==> config.mk <==
export PLATFORM = sky130hd
export DESIGN_NAME = shape_cfg_arbiter
export DESIGN_NICKNAME = d
export VERILOG_FILES = /design/src/rtl/shape_pkg.sv /design/src/rtl/rr_arbiter.sv /design/src/rtl/shape_cfg_arbiter.sv
export SDC_FILE = /design/constraint.sdc
export NUM_CORES = 1
export LEC_CHECK = 0
export ABC_AREA = 1
export CAP_MARGIN = 20
export CORE_ASPECT_RATIO = 1.2
export CORE_MARGIN = 2
export CORE_UTILIZATION = 45
export CTS_BUF_LIST = sky130_fd_sc_hd__clkbuf_8
export DETAILED_ROUTE_END_ITERATION = 16
export PLACE_DENSITY = 0.83
export SYNTH_ARGS = -nofsm -noshare
export SYNTH_HDL_FRONTEND = slang
export SYNTH_HIERARCHICAL = 1
export SYNTH_SLANG_ARGS = --single-unit
==> constraint.sdc <==
create_clock -name clk -period 2.3 [get_ports clk]
set_input_delay 0.345 -clock clk [delete_from_list [all_inputs] [get_ports clk]]
set_output_delay 0.345 -clock clk [all_outputs]
set_load 0.03 [all_outputs]
==> src/rtl/shape_pkg.sv <==
// rtl/shape_pkg.sv - shared types and constants for the shape processor config arbiter
package shape_pkg;

  typedef logic [1:0] shape_t;
  typedef logic [5:0] operation_t;

  localparam shape_t     SHAPE_KEEP  = 2'b11;
  localparam operation_t OP_KEEP     = 6'h3F;
  localparam int         SHAPE_LSB   = 16;
  localparam int         OP_LSB      = 0;
  localparam shape_t     SHAPE_RESET = 2'b01;
  localparam operation_t OP_RESET    = 6'h00;

  typedef enum logic [2:0] {
    ST_IDLE,
    ST_CAPTURE,
    ST_WRITE,
    ST_CHECK,
    ST_RESP
  } fsm_state_t;

  function automatic logic [31:0] pack_sfr(input shape_t s, input operation_t o);
    return (32'(s) << SHAPE_LSB) | (32'(o) << OP_LSB);
  endfunction

endpackage

==> src/rtl/rr_arbiter.sv <==
// rtl/rr_arbiter.sv - combinational round-robin pick starting at rr_ptr
module rr_arbiter
  import shape_pkg::*;
#(
  parameter int NUM_REQ = 4,
  parameter int IDX_W   = 2
) (
  input  logic [NUM_REQ-1:0] req_valid,
  input  logic [IDX_W-1:0]   rr_ptr,
  output logic [IDX_W-1:0]   grant,
  output logic               any_valid
);

  int idx;

  always_comb begin
    grant     = '0;
    any_valid = 1'b0;
    idx       = 0;
    for (int k = 0; k < NUM_REQ; k++) begin
      idx = int'(rr_ptr) + k;
      if (idx >= NUM_REQ) idx = idx - NUM_REQ;
      if (!any_valid && req_valid[idx]) begin
        any_valid = 1'b1;
        grant     = IDX_W'(idx);
      end
    end
  end

endmodule

==> src/rtl/shape_cfg_arbiter.sv <==
// rtl/shape_cfg_arbiter.sv - arbitrates requesters onto the shape processor SFR port
module shape_cfg_arbiter
  import shape_pkg::*;
#(
  parameter int NUM_REQ = 4,
  parameter int CNT_W   = 16
) (
  input  logic                 clk,
  input  logic                 rst_n,
  input  logic [NUM_REQ-1:0]   req_valid,
  input  logic [2*NUM_REQ-1:0] req_shape,
  input  logic [6*NUM_REQ-1:0] req_op,
  output logic [NUM_REQ-1:0]   rsp_valid,
  output logic                 rsp_ok,
  output logic [7:0]           rsp_data,
  output logic                 sp_write,
  output logic [31:0]          sp_write_data,
  output logic                 sp_read,
  input  logic [31:0]          sp_read_data,
  output logic                 busy,
  output logic [CNT_W-1:0]     reject_count
);

  localparam int IDX_W = (NUM_REQ > 1) ? $clog2(NUM_REQ) : 1;

  fsm_state_t       state, state_nxt;
  logic [IDX_W-1:0] rr_ptr, grant, pick;
  logic             any_valid;
  shape_t           req_shape_r, pre_shape, pick_shape, exp_shape;
  operation_t       req_op_r, pre_op, pick_op, exp_op;
  logic [7:0]       post_r, post_d;
  logic             ok_r;
  logic             unused_read_bits;

  rr_arbiter #(.NUM_REQ(NUM_REQ), .IDX_W(IDX_W)) u_rr (
    .req_valid (req_valid),
    .rr_ptr    (rr_ptr),
    .grant     (pick),
    .any_valid (any_valid)
  );

  always_comb begin
    pick_shape = req_shape[1:0];
    pick_op    = req_op[5:0];
    for (int i = 0; i < NUM_REQ; i++) begin
      if (pick == IDX_W'(i)) begin
        pick_shape = req_shape[2*i +: 2];
        pick_op    = req_op[6*i +: 6];
      end
    end
  end

  // Keep codes resolve against the value captured before the write.
  assign exp_shape = (req_shape_r == SHAPE_KEEP) ? pre_shape : req_shape_r;
  assign exp_op    = (req_op_r == OP_KEEP) ? pre_op : req_op_r;
  assign post_d    = {sp_read_data[SHAPE_LSB +: 2], sp_read_data[OP_LSB +: 6]};
  assign unused_read_bits = ^{sp_read_data[31:18], sp_read_data[15:6]};

  assign busy     = (state != ST_IDLE);
  assign rsp_ok   = ok_r;
  assign rsp_data = post_r;

  always_ff @(posedge clk or negedge rst_n) begin
    if (!rst_n) state <= ST_IDLE;
    else        state <= state_nxt;
  end

  always_comb begin
    state_nxt     = state;
    sp_read       = 1'b0;
    sp_write      = 1'b0;
    sp_write_data = '0;
    rsp_valid     = '0;
    case (state)
      ST_IDLE:    if (any_valid) state_nxt = ST_CAPTURE;
      ST_CAPTURE: begin
        sp_read   = 1'b1;
        state_nxt = ST_WRITE;
      end
      ST_WRITE: begin
        sp_write      = 1'b1;
        sp_write_data = pack_sfr(req_shape_r, req_op_r);
        state_nxt     = ST_CHECK;
      end
      ST_CHECK: begin
        sp_read   = 1'b1;
        state_nxt = ST_RESP;
      end
      ST_RESP: begin
        for (int i = 0; i < NUM_REQ; i++) rsp_valid[i] = (grant == IDX_W'(i));
        state_nxt = ST_IDLE;
      end
      default: state_nxt = ST_IDLE;
    endcase
  end

  always_ff @(posedge clk or negedge rst_n) begin
    if (!rst_n) begin
      rr_ptr       <= '0;
      grant        <= '0;
      req_shape_r  <= '0;
      req_op_r     <= '0;
      pre_shape    <= '0;
      pre_op       <= '0;
      post_r       <= '0;
      ok_r         <= 1'b0;
      reject_count <= '0;
    end else begin
      case (state)
        ST_IDLE: if (any_valid) begin
          grant       <= pick;
          req_shape_r <= pick_shape;
          req_op_r    <= pick_op;
        end
        ST_CAPTURE: begin
          pre_shape <= sp_read_data[SHAPE_LSB +: 2];
          pre_op    <= sp_read_data[OP_LSB +: 6];
        end
        ST_CHECK: begin
          post_r <= post_d;
          ok_r   <= (post_d == {exp_shape, exp_op});
        end
        ST_RESP: begin
          if (!ok_r && (reject_count != '1)) reject_count <= reject_count + 1'b1;
          rr_ptr <= (grant == IDX_W'(NUM_REQ - 1)) ? '0 : grant + 1'b1;
        end
        default: ;
      endcase
    end
  end

endmodule

==> metrics.md <==
| Metric | Value |
|---|---|
| Vias in the first global route | 3047 |
| Initial DRT Pass Iterations | 4 |
| Worst slew pin tran | 593.6 ps |
| # fillers | 676 |
| Clk pwr share | 9.5% |
| Met2 wire length | 3762 um |
| # setup viols final | 0 |
| Grt ovf | 0 |
| Critical Path RT | 1960 ps |
| Synth area leaders | dfrtp_1 (36%), nand2_1 (14%), inv_1 (6.8%) |
| WHS | 120.6 ps |
| Unrepaired setup endpoints after global routing | true |
| Cts hold-fix bufs | 0 |
| Switching share of power | 49.78% |
| Io pins | 134 |
| Sequential share of the synthesized area | 35.79% |
| All-layer global routing usage | 19.29% |
| R2R Path Start | rr_ptr[0] |
| Initial Util | 46.40% |
| Synth Warn # | 6 |
| Total power | 5.539 mW |
| Register share of total power | 26.0% |
| Power Density | 1278 mW/mm^2 |
| Die Wd | 82.83 um |
| Final #Nets | 635 |
| DR DRC count | 0 |
| Placer congestion estimate | 0.8194 |
| Synthesized flop and latch total | 48 |
| Slowest CP cell | clkdlybuf4s50_1 |
| Worst path cell trace | inv_1 -> ha_1 -> inv_1 -> nor2_1 -> clkdlybuf4s50_1 |
| CTS clk-pin slew, worst paths | 90 ps |
| Initial DRC Count | 175 |
| Antenna diodes | 0 |
| Data arrival, critical path | 1820 ps |
| Core area | 0.007232 mm^2 |
| Slew HR | 60.43% |
| Max Fclk | 462.1 MHz |
| Routed length on met3 | 383 um |
| Max clock buf depth | 2 |
| First-pass GRT wire length | 13460 um |
| CP endpoint kind | primary output |
| Worst hold path type | in2async |
| Worst reg2reg path depth | 15 |
| Share of cells above drive strength 1 | 13.73% |
| Placed inst area | 0.004213 mm^2 |
| Synth cell types | 36 |
| Status | finished clean |
| Final hold vios | 0 |
| M1 WL | 3268 um |
| Largest net degree at the start of global routing | 49 |
| Vias | 3193 |
| Clock period minus worst slack | 2164 ps |
| Vias/cell | 4.905 |
| Die Span Y | 98.60 um |
| Clock tree sinks | 48 |
| Pint | 2.781 mW |
| Final worst path period share | 94.09% |
| R2R setup slack | 260 ps |
| H-tree Lvls | 2 |
| Clock skew | 7.330 ps |
| Total wire length | 7533 um |
| # rows | 34 |
| Leak Pwr | 2.156 nW |
| Routed Antenna Nets | 0 |
| Max IR drop VDD | 0.9255 mV |
| Post-route cell area | 0.004334 mm^2 |
| Detail Placement HPWL | 6070 um |
| P&R area growth vs syn | 29.16% |
| Crit path top cell by count | inv_1 |
| Logic pwr share | 64.5% |
| WL/cell | 11.57 um |
| Biggest cell delay along the critical path | 680 ps |
| # Max-Cap Violations | 0 |
| CTS root buf | clkbuf_8 |
| FF-to-FF End | req_op_r[5] |
| Final Max Slew Viols | 0 |
| Initial antenna violation count | 0 |
| Clk Latency, worst-skew pair | 300 ps |
| Mapped Cells | 467 |
| Num CTS Buffers | 5 |
| Synth top area share | 35.79% |
| Port Buffers | 85 |
| Post-Syn Area | 0.003356 mm^2 |
| CTS tree | done |
| Setup Buffers After CTS | 0 |
| Sum of negative setup slack | 0 ps |
| DIE AREA | 0.008167 mm^2 |
| Yosys top cell by area | dfrtp_1 |
| WS Path Type | reg2out |
| Top Layer Used | met4 |
| Mean post-synth cell area | 7.186 um^2 |
| Max Fanout on Critical Path | 4 |
| CP Launch Type | register |
| Net Switching | 2.757 mW |
-- routing by layer --
metal,GRT usage (%),vias to the layer above
li1,-,1613
met1,25.59,1459
met2,33.44,109
met3,1.843,12
met4,5.927,0
met5,0,-
-- through the flow --
stage | util [%] | setup slack (ps) | std cells
after floorplan | - | 16.76 | 490
after global placement | 58.25 | -22.43 | 643
after detailed placement | 58.25 | -91.16 | 643
after CTS | 59.58 | 65.33 | 651
after global routing | 59.93 | -5.848 | 651
final | 59.93 | 135.8 | 651
-- worst max-delay path: cells and delay by family, from the launching register on --
family        cells  cell delay [ps]
simple gates      1              110
fa+ha+maj         1              160
flops             1              420
buf+inv           3              840
-- worst max-delay path by stage --
| stage | startpoint | to | slack [ps] | cells past startpoint |
|---|---|---|---|---|
| floorplan | state[2] | sp_write_data[0] | 20 | 5 |
| global placement | req_valid[2] | req_op_r[1] | -20 | 15 |
| detailed placement | req_valid[2] | req_shape_r[1] | -90 | 15 |
| CTS | state[2] | sp_write_data[17] | 70 | 6 |
| global route | rr_ptr[0] | req_op_r[1] | -6 | 15 |
| finish | grant[0] | rsp_valid[0] | 140 | 5 |
-- synthesized netlist by cell type --
cell	count
clkinv_1	1
inv_4	1
inv_1	61
nor3_4	1
nor2_2	3
o21ai_0	25
nand3_4	1
buf_4	24
nand3_2	7
buf_2	5
o21ai_2	2
clkinv_2	1
nand4_2	1
nor3_1	11
buf_6	3
xor2_1	7
nor2_4	1
nor2_1	34
nand4_1	3
nand3_1	31
o31ai_1	1
dfrtp_1	48
ha_1	5
conb_1	1
inv_2	5
nand2_4	4
nand3b_1	2
nor3_2	3
a22oi_1	8
nand2_2	12
nand2_1	122
clkbuf_1	1
a21oi_1	18
o21ai_1	9
xnor2_1	4
buf_8	1
-- registers in the layout, indices dropped and copies added, names as in the netlist --
name	cells
reject_count	16
rsp_ok	1
pre_op	6
grant	2
pre_shape	2
rr_ptr	2
rsp_data	8
req_shape_r	2
state	3
req_op_r	6
-- power groups by stage --
stage | registers [mW] | clock network, mW | logic [mW]
final | 1.44 | 0.528 | 3.57
after CTS | 1.43 | 0.543 | 3.50
after global routing | 1.49 | 0.581 | 4.01
after detailed placement | 1.45 | 0 | 3.49
after floorplan | 1.58 | 0 | 2.31
after global placement | 1.43 | 0 | 3.38
-- layout by cell type (no fill, tap or decap), types with 4 or more instances in the layout --
cell type,count
nand3_2,7
clkdlybuf4s50_1,74
xnor2_1,4
nor3_1,11
nand2_2,13
buf_4,19
a21oi_1,17
nand2_1,121
xor2_1,7
nor2_2,4
o21ai_0,25
inv_1,60
nor2_1,33
ha_1,5
nand2_4,4
dfrtp_1,47
o21ai_1,9
clkbuf_8,6
a22oi_1,8
inv_2,4
conb_1,24
nand3_1,31
-- layout make-up --
| type | instances | area (um^2) | area share, % |
|---|---|---|---|
| sequential | 48 | 1202 | 27.74 |
| timing repair buffer | 97 | 924.6 | 21.33 |
| multi-input combinational | 339 | 1729 | 39.90 |
| inverter | 69 | 269.0 | 6.207 |
| tap | 90 | 112.6 | 2.598 |
| clock inverter | 2 | 13.76 | 0.3176 |
| clock buffer | 6 | 82.58 | 1.905 |
-- timing repair --
item | in CTS | in global routing
setup endpoints to repair | 6 | 17
pin swaps | 0 | 1
gates resized for setup | 2 | 10
-- logic make-up after synthesis --
family / synth area share [%]
AND/OR/NAND/NOR: 33.56
buffers and inverters: 15.51
AO/OA/AOI/OAI: 10.29
flip-flops: 35.79
XOR/XNOR: 2.871
adder cells (fa/ha/maj): 1.864
other: 0.1117
Power figures use the tool's default switching activity.
